<file path="config.mk">
export PLATFORM = sky130hd
export DESIGN_NAME = fifo_drain_rd
export DESIGN_NICKNAME = d
export VERILOG_FILES = /design/src/rtl/fifo_pkg.sv /design/src/rtl/fifo_skid2.sv /design/src/rtl/fifo_drain_rd.sv
export SDC_FILE = /design/constraint.sdc
export NUM_CORES = 1
export LEC_CHECK = 0
export ABC_AREA = 0
export CAP_MARGIN = 10
export CORE_ASPECT_RATIO = 1.5
export CORE_UTILIZATION = 50
export CTS_CLUSTER_DIAMETER = 60
export CTS_CLUSTER_SIZE = 28
export DETAILED_ROUTE_END_ITERATION = 6
export GPL_ROUTABILITY_DRIVEN = 0
export PLACE_DENSITY = 0.77
export SYNTH_ARGS = -nofsm -noshare
export SYNTH_HDL_FRONTEND = slang
export SYNTH_SLANG_ARGS = --single-unit
</file>
<file path="constraint.sdc">
create_clock -name clk -period 2 [get_ports clk]
set_input_delay 0.3 -clock clk [delete_from_list [all_inputs] [get_ports clk]]
set_output_delay 0.3 -clock clk [all_outputs]
set_load 0.05 [all_outputs]
</file>
<file path="src/rtl/fifo_pkg.sv">
// Shared definitions for the FIFO read-side drain engine: data width default,
// drain FSM encoding and skid-buffer depth.
package fifo_pkg;

    localparam int FIFO_DW    = 16;
    localparam int SKID_DEPTH = 2;

    typedef enum logic [1:0] {
        ST_IDLE  = 2'd0,
        ST_RUN   = 2'd1,
        ST_DRAIN = 2'd2
    } drain_state_e;

endpackage

</file>
<file path="src/rtl/fifo_skid2.sv">
// Two-entry skid buffer with registered head output; absorbs the FIFO read
// latency so the downstream stream can run at one word per cycle.
module fifo_skid2
    import fifo_pkg::*;
#(
    parameter int DW = FIFO_DW
) (
    input  logic          clk,
    input  logic          rstn,
    input  logic          push,
    input  logic [DW-1:0] push_data,
    input  logic          pop,
    output logic [1:0]    occ,
    output logic [DW-1:0] head
);

    logic [DW-1:0] head_q, head_d;
    logic [DW-1:0] tail_q, tail_d;
    logic [1:0]    occ_q, occ_d;
    logic          pop_ok;
    logic          push_ok;

    always_comb begin
        head_d  = head_q;
        tail_d  = tail_q;
        occ_d   = occ_q;
        pop_ok  = pop & (occ_q != 2'd0);
        push_ok = push & ((occ_q != 2'd2) | pop_ok);

        case (occ_q)
            2'd0: begin
                if (push_ok) begin
                    head_d = push_data;
                    occ_d  = 2'd1;
                end
            end
            2'd1: begin
                // Pop and push together: the new word replaces the departing head.
                if (push_ok && pop_ok) begin
                    head_d = push_data;
                end else if (push_ok) begin
                    tail_d = push_data;
                    occ_d  = 2'd2;
                end else if (pop_ok) begin
                    occ_d  = 2'd0;
                end
            end
            default: begin
                if (pop_ok) begin
                    head_d = tail_q;
                    if (push_ok) begin
                        tail_d = push_data;
                    end else begin
                        occ_d  = 2'd1;
                    end
                end
            end
        endcase
    end

    always_ff @(posedge clk or negedge rstn) begin
        if (!rstn) begin
            head_q <= '0;
            tail_q <= '0;
            occ_q  <= 2'd0;
        end else begin
            head_q <= head_d;
            tail_q <= tail_d;
            occ_q  <= occ_d;
        end
    end

    assign occ  = occ_q;
    assign head = head_q;

endmodule

</file>
<file path="src/rtl/fifo_drain_rd.sv">
// Consumer end of a 16-bit synchronous FIFO: issues pops, tracks the in-flight
// read, and streams words out through a skid buffer with enable/drain control.
module fifo_drain_rd
    import fifo_pkg::*;
#(
    parameter int DW        = FIFO_DW,
    parameter int CNT_W     = 16,
    parameter int BUF_DEPTH = SKID_DEPTH
) (
    input  logic             clk,
    input  logic             rstn,
    input  logic             en,
    input  logic             fifo_emptyp,
    input  logic [DW-1:0]    fifo_dout,
    output logic             fifo_readp,
    output logic             m_valid,
    output logic [DW-1:0]    m_data,
    input  logic             m_ready,
    output logic             busy,
    output logic [CNT_W-1:0] word_cnt
);

    localparam logic [2:0] DEPTH = 3'(BUF_DEPTH);

    drain_state_e     state_q, state_d;
    logic             inflight_q, inflight_d;
    logic [CNT_W-1:0] cnt_q, cnt_d;

    logic [1:0]       occ;
    logic [DW-1:0]    head;
    logic             hs;
    logic [2:0]       credit_used;
    logic [2:0]       credit_cap;
    logic             drain_done;

    fifo_skid2 #(
        .DW (DW)
    ) u_skid (
        .clk       (clk),
        .rstn      (rstn),
        .push      (inflight_q),
        .push_data (fifo_dout),
        .pop       (hs),
        .occ       (occ),
        .head      (head)
    );

    assign m_valid = (occ != 2'd0);
    assign m_data  = head;
    assign hs      = m_valid & m_ready;

    // The word leaving this cycle frees a slot, so a full-rate stream never bubbles.
    assign credit_used = {1'b0, occ} + {2'b00, inflight_q};
    assign credit_cap  = DEPTH + {2'b00, hs};

    // Done when nothing is in flight and the buffer is empty after this cycle.
    assign drain_done = ~inflight_q & ((occ == 2'd0) | ((occ == 2'd1) & hs));

    always_comb begin
        state_d    = state_q;
        fifo_readp = 1'b0;
        busy       = 1'b1;

        case (state_q)
            ST_IDLE: begin
                busy = 1'b0;
                if (en) begin
                    state_d = ST_RUN;
                end
            end
            ST_RUN: begin
                fifo_readp = ~fifo_emptyp & (credit_used < credit_cap);
                if (!en) begin
                    state_d = ST_DRAIN;
                end
            end
            ST_DRAIN: begin
                if (en) begin
                    state_d = ST_RUN;
                end else if (drain_done) begin
                    state_d = ST_IDLE;
                end
            end
            default: begin
                state_d = ST_IDLE;
                busy    = 1'b0;
            end
        endcase

        inflight_d = fifo_readp;
        cnt_d      = cnt_q + CNT_W'(hs);
    end

    always_ff @(posedge clk or negedge rstn) begin
        if (!rstn) begin
            state_q    <= ST_IDLE;
            inflight_q <= 1'b0;
            cnt_q      <= '0;
        end else begin
            state_q    <= state_d;
            inflight_q <= inflight_d;
            cnt_q      <= cnt_d;
        end
    end

    assign word_cnt = cnt_q;

endmodule

</file>
# Yosys cells after proc, flatten, opt, wreduce, memory -nomap -nowiden
# Cells that the tools add are included.
[word_totals]
in_bits = 21
word_cells = 66
out_inout_bits = 35
register_bits = 53
[classes]
bitwise_logic = 11
reduce_logical = 11
n_mux = 22
eq_ne = 12
n_lt_le_gt_ge = 1
addsub = 3
[op_table]
columns = ["operator", "count"]
rows = [
  ["2-to-1 mux 16 bit", 6],
  ["one-hot mux 16 bit (2 select lines)", 2],
  ["2-to-1 mux 2 bit", 10],
  ["adder 16 x 1 -> 16 bit", 1],
  ["AND reduction 3 bit", 3],
  ["!= test 2 bit (second input constant)", 4],
  ["AND 1 bit", 6],
  ["!= test 3 bit (second input constant)", 2],
  ["one-hot mux 2 bit (3 select lines)", 1],
  ["AND reduction 5 bit", 1],
  ["== test 2 x 1 -> 1 bit (second input constant)", 2],
  ["logical NOT 2 bit", 2],
  ["!= test 2 x 1 -> 1 bit (second input constant)", 2],
  ["one-hot mux 2 bit (2 select lines)", 1],
  ["nonzero test 2 bit", 2],
  ["adder 2 x 1 -> 3 bit", 1],
  ["adder 2 x 1 -> 3 bit (first input constant)", 1],
  ["< comparator 3 bit", 1],
  ["!= test 3 x 1 -> 1 bit (second input constant)", 1],
  ["NOT 1 bit", 3],
  ["nonzero test 3 bit", 1],
  ["== test 2 bit (second input constant)", 1],
  ["2-to-1 mux 1 bit", 2],
  ["OR 1 bit", 2],
  ["other kinds (2)", 2],
]

# Depth between registers and ports, before layout
[logic_depth]
ltp_word = 8
mapped_depth = 8

# Cells and area by module
# Synthesis repeated with hierarchy kept, for this count alone.
[unflattened]
cells_unflattened = 255
area_unflattened_um2 = 2880.3
[by_module_without_submodules]
columns = ["mod", "n_inst", "cells_per_inst", "area_each_um2"]
rows = [
  ["fifo_skid2", 1, 177, 1969.4],
  ["fifo_drain_rd", 1, 78, 910.9],
]

# Worst setup path before layout
# OpenSTA, ideal clock, no wires.
[synth_path]
path_type = "flip-flop to flip-flop"
start = "register u_skid.occ_q[1], in the netlist u_skid.occ[1]"
end = "register cnt_q[14], in the netlist word_cnt[14]"
arrival_ps = 1860
setup_time_ps = 141
n_path_buf = 0
path_slack_ps = -1
required_time_ps = 1859
path_stages_with_launch = 9
path_cell_list = "dfrtp_1 or2_1 nand2_1 inv_1 ha_1 ha_1 and2_1 nand4_1 xnor2_1"
[synth_via]
elab_chain_cells = 3
[synth_lines]
columns = ["item", "line", "rtl"]
rows = [
  ["start, declared", "fifo_skid2.sv:19", "logic [1:0] occ_q, occ_d;"],
  ["start signal, assigned", "fifo_skid2.sv:65", "occ_q <= 2'd0;"],
  ["start signal, assigned", "fifo_skid2.sv:69", "occ_q <= occ_d;"],
  ["nonzero test 2 bit", "fifo_drain_rd.sv:48", "assign m_valid = (occ != 2'd0);"],
  ["via m_valid", "fifo_drain_rd.sv:16", "output logic m_valid,"],
  ["AND 1 bit", "fifo_drain_rd.sv:50", "assign hs = m_valid & m_ready;"],
  ["adder 16 x 1 -> 16 bit", "fifo_drain_rd.sv:91", "cnt_d = cnt_q + CNT_W'(hs);"],
  ["via cnt_d[14]", "fifo_drain_rd.sv:27", "logic [CNT_W-1:0] cnt_q, cnt_d;"],
  ["end signal, assigned", "fifo_drain_rd.sv:102", "cnt_q <= cnt_d;"],
  ["end, declared", "fifo_drain_rd.sv:27", ""],
]
# The timed path passes the listed nets, and every way through them passes these cells.
# A chain may end at the register's enable or synchronous reset.

# Worst setup path after layout
[layout_path]
start = "register cnt_q[2], in the netlist word_cnt[2]"
end = "output word_cnt[2]"
[layout_rtl]
columns = ["item", "line", "rtl"]
rows = [
  ["end, declared", "fifo_drain_rd.sv:20", "output logic [CNT_W-1:0] word_cnt"],
]
# No word-level cell between the ends.

==> results.md <==
* Final Non-Filler Cells at 332
* Cells on worst reg2reg path at 8
* Num Clock Sinks at 53
* Max-Cap Viols at 0
* Worst path top cell family by delay: buffers and inverters
* Num rows at 30
* Antenna viol nets, final at 0
* Via count at between 1,500 and 2,000
* Initial antenna violation count at 0
* CP max-delay cell: clkdlybuf4s50_1
* Fin crit share at 0.962
* Starting Density at 0.530
* RSZ-0062 raised after global routing: false
* CTS max path bufs at 2
* CTS root buf: clkbuf_8
* Detailed Routing Iterations Pass 1 at 4
* Die X-Extent at around 59 um
* Power Total at roughly 4.8 mW
* Worst path cell trace: clkdlybuf4s50_1
* F_max at between 0.5 and 0.6 GHz
* Largest net degree at the start of global routing at 33
* Syn_nets at 232
* Clk_skew at 0.00910 ns
* Max-slew violations at 0
* Synth Area per Inst at between 10 and 15 sq um
* CP arrival at between 1.5 and 2 ns
* Global-route wire length before repair at approximately 7800 um
* DP HPWL at around 3400 um
* H-tree depth at 2
* CP required at 1.70 ns
* Cts bufs inserted at 5
* Antenna diode count at 0
* Post-route minimum period at 1.92 ns
* Area Growth Syn to Fin at 31.8%
* Vias in the first global route at roughly 1,700
* # DRC at 0
* Worst Max-Slew Pin Slew at 0.612 ns
* Total core area at about 4600 sq um
* Internal reg-to-reg setup slack at about 0.13 ns
* WS Path Type: flip-flop to output port
* Synthesized cell area at approximately 2400 sq um
* WL/cell at ~14 um
* Final setup fails at 0
* Reg-to-reg endpoint: word_cnt[14]
* Max-slew headroom at 0.592
* Final Hold Viols at 0
* Die height at 87.3 um
* Power density over cell area at around 1500 nW/um^2
* Fin Setup TNS at 0 ns
* Post-synthesis sequential area ratio at 0.547
* Post-synthesis register bit count at 53
* Clock transition at path regs at 0.09 ns
* Leak pwr at 1.44 nW
* Hold Crit Class: input port to async pin
* R2R Path Start: u_skid.occ[0]
* Crit path max fanout at 7
* CTS tree: done
* Cells after Synth at around 200
* Yosys cell types at 32
* Nets at 296
* Post-CTS Hold Buffers at 0
* DIE AREA at around 5100 sq um
* Layout cells sized above 1 at 0.164
* Total wire length at about 4600 um
* Crit path launch type: flip-flop
* Worst-skew pair later-pin latency at around 0.30 ns
* CP max stage delay at approximately 0.86 ns
* GRT Resource Usage Total at 0.205
* Buf+Inv Stages, Crit Path at 1
* I/O pins at 56
* Maximum vdd drop at around 0.95 mV
* First DRT Iteration DRCs at 35
* Final global-route overflow total at 0
* Synth warn at 0
* Vias/cell at around 5.1
* Setup crit end kind: output port
* Status: completed
* Inst Count DP at ~320
* PortBufs at 55
-- what timing repair did --
action,CTS,global route
gates resized for setup,3,3
setup buffers,1,0
endpoints found under the setup margin,1,1
pin swaps,0,1
-- worst register-to-register path, stage by stage (launching register included) --
cell	delay, ns
dfrtp_2	0.46
or2_2	0.36
nand2_1	0.10
inv_1	0.05
ha_1	0.22
ha_1	0.22
and2_1	0.17
nand4_1	0.11
xnor2_1	0.11
-- worst max-delay path by stage --
stage,from,to,slack (ns),depth (start not counted)
after floorplan,u_skid.occ[0],word_cnt[14],0.09,8
after CTS,u_skid.occ[0],fifo_readp,0.01,5
after global placement,m_ready,word_cnt[14],0.15,8
after global routing,u_skid.occ[0],fifo_readp,0.01,5
after detailed placement,m_ready,word_cnt[14],0.11,8
final,word_cnt[2],word_cnt[2],0.08,1
-- per-stage QoR --
| step | hold slack, ns | util | worst slack [ns] | area (sq um) |
|---|---|---|---|---|
| final | 0.000658 | 0.698 | 0.0767 | 3200 |
| after global routing | 0.0394 | 0.698 | 0.0112 | 3200 |
| after CTS | 0.0175 | 0.695 | 0.0113 | 3180 |
| after detailed placement | 0.355 | 0.671 | 0.109 | 3070 |
| after global placement | 0.350 | 0.671 | 0.153 | 3070 |
| after floorplan | 0.00441 | - | 0.0887 | 2430 |
-- power by group --
group          switching [mW]  internal (mW)  total, mW
logic                    1.48          0.980       2.46
registers               0.282           1.48       1.76
clock network           0.332          0.281      0.613
-- cells in the mapped netlist --
| cell | count | share of area |
|---|---|---|
| nand2_1 | 28 | 0.043 |
| or2_1 | 1 | 0.0026 |
| a21boi_0 | 1 | 0.0031 |
| xor2_1 | 5 | 0.018 |
| and4_1 | 2 | 0.0072 |
| mux2_2 | 6 | 0.028 |
| inv_1 | 5 | 0.0077 |
| nand3_1 | 7 | 0.014 |
| nand4_1 | 4 | 0.010 |
| o21ai_2 | 1 | 0.0036 |
| nand2_4 | 1 | 0.0046 |
| dfrtp_1 | 53 | 0.55 |
| or4b_1 | 1 | 0.0041 |
| and3_1 | 1 | 0.0026 |
| o311ai_1 | 1 | 0.0036 |
| o21ai_0 | 18 | 0.037 |
| and2_1 | 1 | 0.0026 |
| nor2_1 | 8 | 0.012 |
| ha_1 | 8 | 0.041 |
| mux2_4 | 10 | 0.062 |
| nand2b_1 | 1 | 0.0026 |
| o31ai_1 | 2 | 0.0062 |
| o21ai_1 | 2 | 0.0041 |
| nand3b_1 | 1 | 0.0031 |
| buf_2 | 3 | 0.0062 |
| nor4_1 | 1 | 0.0026 |
| xnor2_1 | 9 | 0.032 |
| a21oi_1 | 2 | 0.0041 |
| buf_4 | 2 | 0.0062 |
| buf_12 | 1 | 0.0083 |
| a21o_1 | 1 | 0.0031 |
| mux2i_1 | 16 | 0.066 |
-- cells in the final DEF, fill, tap and decap left out, types with 4 or more instances in the layout --
cell type / count
o21ai_0: 17
nand4_1: 4
dfrtp_1: 51
buf_4: 9
nor2_1: 8
ha_1: 6
clkbuf_8: 6
mux2_4: 10
mux2i_1: 16
mux2_2: 6
nand3_1: 7
xor2_1: 5
clkdlybuf4s50_1: 51
inv_1: 5
nand2_1: 28
xnor2_1: 9
-- area by class of cell --
type,instances,area [sq um]
flip-flops and latches,53,1330
inverters,5,18.8
clock buffers,6,82.6
well taps,64,80.1
fillers,380,1380
multi-input cells,139,1050
repair buffers,63,623
clock inverters,2,13.8
-- kinds of logic (layout without fill, tap and decap cells) --
group	after synthesis	after routing	share of synthesized area
AOI/OAI and AO/OA	28	28	0.0650
xor gates and xnor gates	14	14	0.0505
adders and majority gates	8	8	0.0413
buffers and inverters	11	76	0.0284
DFF	53	53	0.547
muxes	32	32	0.156
and+or+nand+nor	57	57	0.112
-- flip-flops by register name (all words and copies together) (netlist names) --
signal	count
u_skid.occ	2
state_q	2
u_skid.tail_q	16
u_skid.head	16
inflight_q	1
word_cnt	16
-- routing by layer --
metal / global-route usage / wire length, um / part of all wire
met5: 0 / 0 / 0
met4: 0.0736 / 66 / 0.014
met1: 0.238 / 1880 / 0.41
met3: 0.0342 / 126 / 0.027
met2: 0.370 / 2540 / 0.55
(Power assumes the default switching activity.)
==> patch 1: new RTL, same flow settings <==
Re-encode `drain_state_e` (3 states) as one-hot, 3 bits wide.
--- a/src/rtl/fifo_pkg.sv
+++ b/src/rtl/fifo_pkg.sv
@@ -6,8 +6,8 @@
     localparam int SKID_DEPTH = 2;
 
-    typedef enum logic [1:0] {
-        ST_IDLE  = 2'd0,
-        ST_RUN   = 2'd1,
-        ST_DRAIN = 2'd2
+    typedef enum logic [2:0] {
+        ST_IDLE  = 3'b001,
+        ST_RUN   = 3'b010,
+        ST_DRAIN = 3'b100
     } drain_state_e;
 
Formal check against the unedited RTL: no difference found for any inputs over 10 cycles, from zero or initial values and one cycle with rstn low; not proved beyond that.
==> patch 1 against the original RTL <==
Register-to-register slack gained 0.02 ns; final cell count grew 22%; synthesized cell count grew 35%; area after synthesis grew 11%; worst setup slack gained 0.015 ns; combinational power shrank 29%; routed wire length grew 21%; via count grew 30%; cell area grew 10%; critical path depth grew 4; global-route usage grew 1.8 points; sequential cell count grew 1; power shrank 21%.
==> patch 1: results (changes against the original RTL) <==
| Metric | Value |
|---|---|
| Worst IR Drop VDD | 0.830 mV (was 0.951 mV) |
| Status | completed (unchanged) |
| Post-DP HPWL | 3.78 mm (was 3.38 mm) |
| Adder-Cell Fraction of Synth Area | 1.86% (was 4.13%) |
| Register area share after synthesis | 50.4% (was 54.7%) |
| Worst-Margin Slew | 0.525 ns (was 0.612 ns) |
| XOR/XNOR Fraction of Synth Area | 5.22% (was 5.05%) |
| Syn Inst Count | 275 (was 203) |
| R2R depth | 9 (was 8) |
| Hold Crit Class | flop to flop (was input port to asynchronous set/reset pin) |
| First-pass GRT wire length | 9.51 mm (was 7.83 mm) |
| Synth area leaders | dfrtp_1, mux2i_1, nor2_1 (was dfrtp_1, mux2i_1, mux2_4) |
| DRT iter0 DRCs | 97 (was 35) |
| Clock skew | 0.00947 ns (was 0.00910 ns) |
| Pleak | 1.52 nW (was 1.44 nW) |
| Crit-path max FO | 5 (was 7) |
| CP Launch Point | u_skid.occ[0] (was word_cnt[2]) |
| Worst slack, placed | -0.183 ns (was 0.109 ns) |
| Synth Area in Compound Gates | 17.7% (was 6.50%) |
| Mux cell area share after synthesis | 5.96% (was 15.6%) |
| Layout net count | 362 (was 296) |
| Largest net degree at the start of global routing | 55 (was 33) |
| FMAX | 524 MHz (was 520 MHz) |
| Post-synth cell types | 34 (was 32) |
| Detailed Route WL | 5.58 mm (was 4.62 mm) |
| Top delay family on crit path | flip-flops (was buffers and inverters) |
| Post-Layout Cell Count | 406 (was 332) |
| Vias in the first global route | 2162 (was 1692) |
| R2r setup slk | 0.15 ns (was 0.13 ns) |
| Crit path to | fifo_readp (was word_cnt[2]) |
| Syn_nets | 300 (was 232) |
| Post-synth ARST share | 100% (unchanged) |
| Fillers | 397 (was 380) |
| Vias per cell | 5.49 (was 5.14) |
patch 1: cell types whose count changed in the layout (fill, tap and decap cells not counted), sizes merged, moves of 9 or more:
cell	before	now
a21oi	2	17
nor2	8	38
o22a	0	15
a211oi	0	16
mux2	16	0
buf	12	21
patch 1: worst min-delay path by stage:
stage	to	slack, ns	cells past startpoint
4_1_cts	word_cnt[15]	0.48	1
3_5_place_dp	word_cnt[4]	0.32	2
2_1_floorplan	inflight_q	0.004	0
3_3_place_gp	state_q[1]	0.32	2
6_report	word_cnt[15]	0.48	1
5_1_grt	word_cnt[15]	0.50	1
patch 1: layout make-up:
class                      count  share of cell area [%]
tap                           68                    2.41
timing repair buffer          73                    20.5
sequential                    54                    38.3
clock buffer                   7                    2.44
inverter                       4                   0.425
clock inverter                 1                   0.142
multi-input combinational    199                    35.7
patch 1: repair_timing:
action                                 CTS  global route
gates resized for setup                  3             5
cloned                                   0             0
setup endpoints to repair                1             1
pin swaps                                0             1
endpoints found under the hold margin   53             0
hold buffers                             1             0
buffers inserted                         1             1
patch 1: cells by family (layout without fill, tap and decap cells):
logic type,after synthesis,count (layout)
AOI/OAI and AO/OA,72,72
buffers and inverters,22,85
xor gates and xnor gates,16,16
adders and majority gates,4,4
DFF,54,54
muxes,16,16
and+or+nand+nor,91,91
patch 1: metal layers:
| metal | up-vias | GRT usage [%] | routed length (microns) | share of wire, % |
|---|---|---|---|---|
| li1 | 1087 | - | - | - |
| met1 | 1084 | 26.3 | 2350 | 42 |
| met2 | 48 | 38.7 | 2980 | 53 |
| met3 | 9 | 2.96 | 169 | 3.0 |
| met4 | 0 | 9.07 | 85 | 1.5 |
| met5 | - | 0 | 0 | 0 |
patch 1: stage by stage:
stage	area, sq um	utilization, %	hold slack [ns]
after floorplan	2690	-	0.00441
after global placement	3390	65.7	0.321
after detailed placement	3390	65.7	0.324
after CTS	3510	67.9	0.485
after global routing	3530	68.4	0.495
final	3530	68.4	0.476
patch 1: worst register-to-register path, cell delays in order, from the launching register on:
cell	delay [ns]
dfrtp_2	0.40
buf_4	0.12
o21ai_1	0.10
inv_1	0.08
ha_1	0.16
ha_1	0.17
nand2_1	0.07
or2_2	0.32
nor3_1	0.21
xor2_1	0.17
patch 1: power by group:
part	total (mW)	internal, mW	switching [mW]
Combinational	1.75	0.656	1.10
Sequential	1.47	1.32	0.153
Clock	0.620	0.280	0.340
Total	3.84	2.25	1.59
==> patch 2: new RTL, same flow settings <==
Made on the original files. The package constant `FIFO_DW` goes from 16 to 32.
--- a/src/rtl/fifo_pkg.sv
+++ b/src/rtl/fifo_pkg.sv
@@ -3,5 +3,5 @@
 package fifo_pkg;
 
-    localparam int FIFO_DW    = 16;
+    localparam int FIFO_DW    = 32;
     localparam int SKID_DEPTH = 2;
 
Interface: changed (resized fifo_dout and m_data); port bits go from 56 to 88. No check against the original RTL was run, so the function may have changed too.
==> patch 2 against the original RTL <==
Power grew 67%; final cell count up 52%; die area grew 56%; worst setup slack got worse by 0.018 ns; cell area is 58% higher; maximum frequency fell by 0.92%; area after synthesis is 58% higher; sequential cell count rose by 32; routed wire length up 63%.
==> patch 2: results (changes against the original RTL) <==
| Metric | Value |
|---|---|
| Status | completed (unchanged) |
| R2r setup slk | 0.17 ns (was 0.13 ns) |
| Top delay family on crit path | buffers and inverters (unchanged) |
| Synth cell count leaders | dfrtp_1, nand2_1, mux2i_1 (was dfrtp_1, nand2_1, o21ai_0) |
| ANT cells | 0 (unchanged) |
| CTS Buffer Depth | 2 (unchanged) |
| Initial antenna violation count | 0 (unchanged) |
| Largest net degree at the start of global routing | 65 (was 33) |
| Largest area contributor in the netlist | dfrtp_1 (unchanged) |
| Clk Latency, worst-skew pair | 0.35 ns (was 0.30 ns) |
| Register area share after synthesis | 55.4% (was 54.7%) |
| Share of layout cells above drive strength 1 | 15.5% (was 16.4%) |
| Worst IR Drop VDD | 0.925 mV (was 0.951 mV) |
| Slew headroom | 64.4% (was 59.2%) |
| Crit-path max FO | 6 (was 7) |
| Inst Count DP | 488 (was 323) |
| H-tree lvl count | 3 (was 2) |
| DR WL/cell | 14.9 microns (was 13.9 microns) |
| Drt pass-1 iters | 4 (unchanged) |
| Syn_nets | 352 (was 232) |
| Fillers | 567 (was 380) |
| Post-DP HPWL | 5.16 mm (was 3.38 mm) |
| Post-Layout Cell Count | 506 (was 332) |
| PortBufs | 87 (was 55) |
| DRT iter0 DRCs | 140 (was 35) |
| Hold Crit Class | input port to asynchronous set/reset pin (unchanged) |
| Slowest CP cell | clkdlybuf4s50_1 (unchanged) |
| Crit path DAT | 1.64 ns (was 1.62 ns) |
| Pleak | 2.29 nW (was 1.44 nW) |
| Yosys Warn Count | 0 (unchanged) |
| Post-synth ARST share | 100% (unchanged) |
| Worst path max stage delay | 0.84 ns (was 0.86 ns) |
| Pint | 4.67 mW (was 2.74 mW) |
| Layout net count | 447 (was 296) |
| Reg2reg end | word_cnt[14] (unchanged) |
| First-pass GRT wire length | 12.4 mm (was 7.83 mm) |
| Syn Inst Count | 307 (was 203) |
| Clock Pin Slew Worst Setup and Hold Paths | roughly 0.08 ns |
| Total track usage | 20.5% (about the same) |
| Post-synth cell types | 32 (unchanged) |
| R2R depth | 8 (unchanged) |
| Synth area leaders | dfrtp_1, mux2_4, mux2i_1 (was dfrtp_1, mux2i_1, mux2_4) |
| Vias | 2608 (was 1708) |
| Clock skew | 0.0106 ns (was 0.00910 ns) |
| Root Buffer | clkbuf_8 (unchanged) |
| CTS buffer count | 9 (was 5) |
| Placed cell areas | 4840 sq um (was 3070 sq um) |
| FF-to-FF Start | u_skid.occ[0] (unchanged) |
patch 2: changes by cell type in the layout (fill, tap and decap cells not counted), sizes merged, moves of 2 or more:
cell,change
dfrtp,+32
clkdlybuf4s50,+31
mux2,+16
mux2i,+16
nand2,+16
o21ai,+16
clkbuf,+7
dlygate4sd2,+2
patch 2: repair_timing:
item / in CTS / in global routing
resized for setup: 3 / 4
hold buffers: 1 / 0
endpoints found under the setup margin: 3 / 1
buffers inserted: 2 / 0
pin swaps: 1 / 1
hold endpoints to repair: 35 / 0
patch 2: layout make-up:
cell class	count	area [sq um]	area share, %
sequential	85	2130	42.2
timing repair buffer	98	1010	20.0
multi-input combinational	203	1590	31.5
inverter	5	18.8	0.372
tap	100	125	2.48
clock buffer	13	139	2.75
clock inverter	2	35.0	0.694
patch 2: layer usage:
layer	vias up	part of all wire, %	track usage, %
li1	1250	-	-
met2	64	52	34.3
met1	1281	42	25.0
met3	13	4.2	3.57
met5	-	0	0
met4	0	2.4	10.7
patch 2: logic make-up after synthesis:
| group | Yosys count | synth area share (%) |
|---|---|---|
| flops | 85 | 55.4 |
| simple gates | 73 | 8.54 |
| mux | 64 | 20.7 |
| compound gates | 44 | 6.19 |
| buf+inv | 19 | 3.42 |
| xor+xnor | 14 | 3.19 |
| fa+ha+maj | 8 | 2.61 |
patch 2: metrics by stage:
stage | hold WS [ns] | total power, mW | setup WS, ns
floorplan | 0.00441 | 5.74 | 0.0107
global placement | 0.294 | 6.86 | 0.110
detailed placement | 0.297 | 6.97 | 0.0370
CTS | 0.471 | 8.13 | 0.00128
global route | 0.489 | 8.52 | 0.00720
finish | 0.468 | 8.06 | 0.0589
patch 2: worst register-to-register path: stages (launching register included):
cell and delay (ns):
dfrtp_1 0.41, or2_1 0.29, nand2_1 0.12, inv_1 0.05
ha_1 0.22, ha_1 0.24, and2_1 0.18, nand4_1 0.12
xnor2_1 0.12
patch 2: power by group through the flow:
| stage | clock, mW | combinational [mW] | sequential [mW] |
|---|---|---|---|
| after floorplan | 0 | 1.68 | 4.06 |
| after global placement | 0 | 3.97 | 2.89 |
| after detailed placement | 0 | 4.05 | 2.92 |
| after CTS | 1.16 | 4.09 | 2.88 |
| after global routing | 1.22 | 4.33 | 2.97 |
| final | 1.12 | 4.06 | 2.88 |
patch 2: worst max-delay path by stage:
stage	from	endpoint	slack (ns)	depth (start not counted)
2_1_floorplan	u_skid.occ[0]	word_cnt[14]	0.01	8
3_5_place_dp	m_ready	word_cnt[14]	0.04	8
4_1_cts	u_skid.occ[1]	fifo_readp	0.001	5
5_1_grt	word_cnt[3]	word_cnt[3]	0.007	1
6_report	word_cnt[6]	word_cnt[6]	0.06	1
3_3_place_gp	m_ready	word_cnt[14]	0.11	8
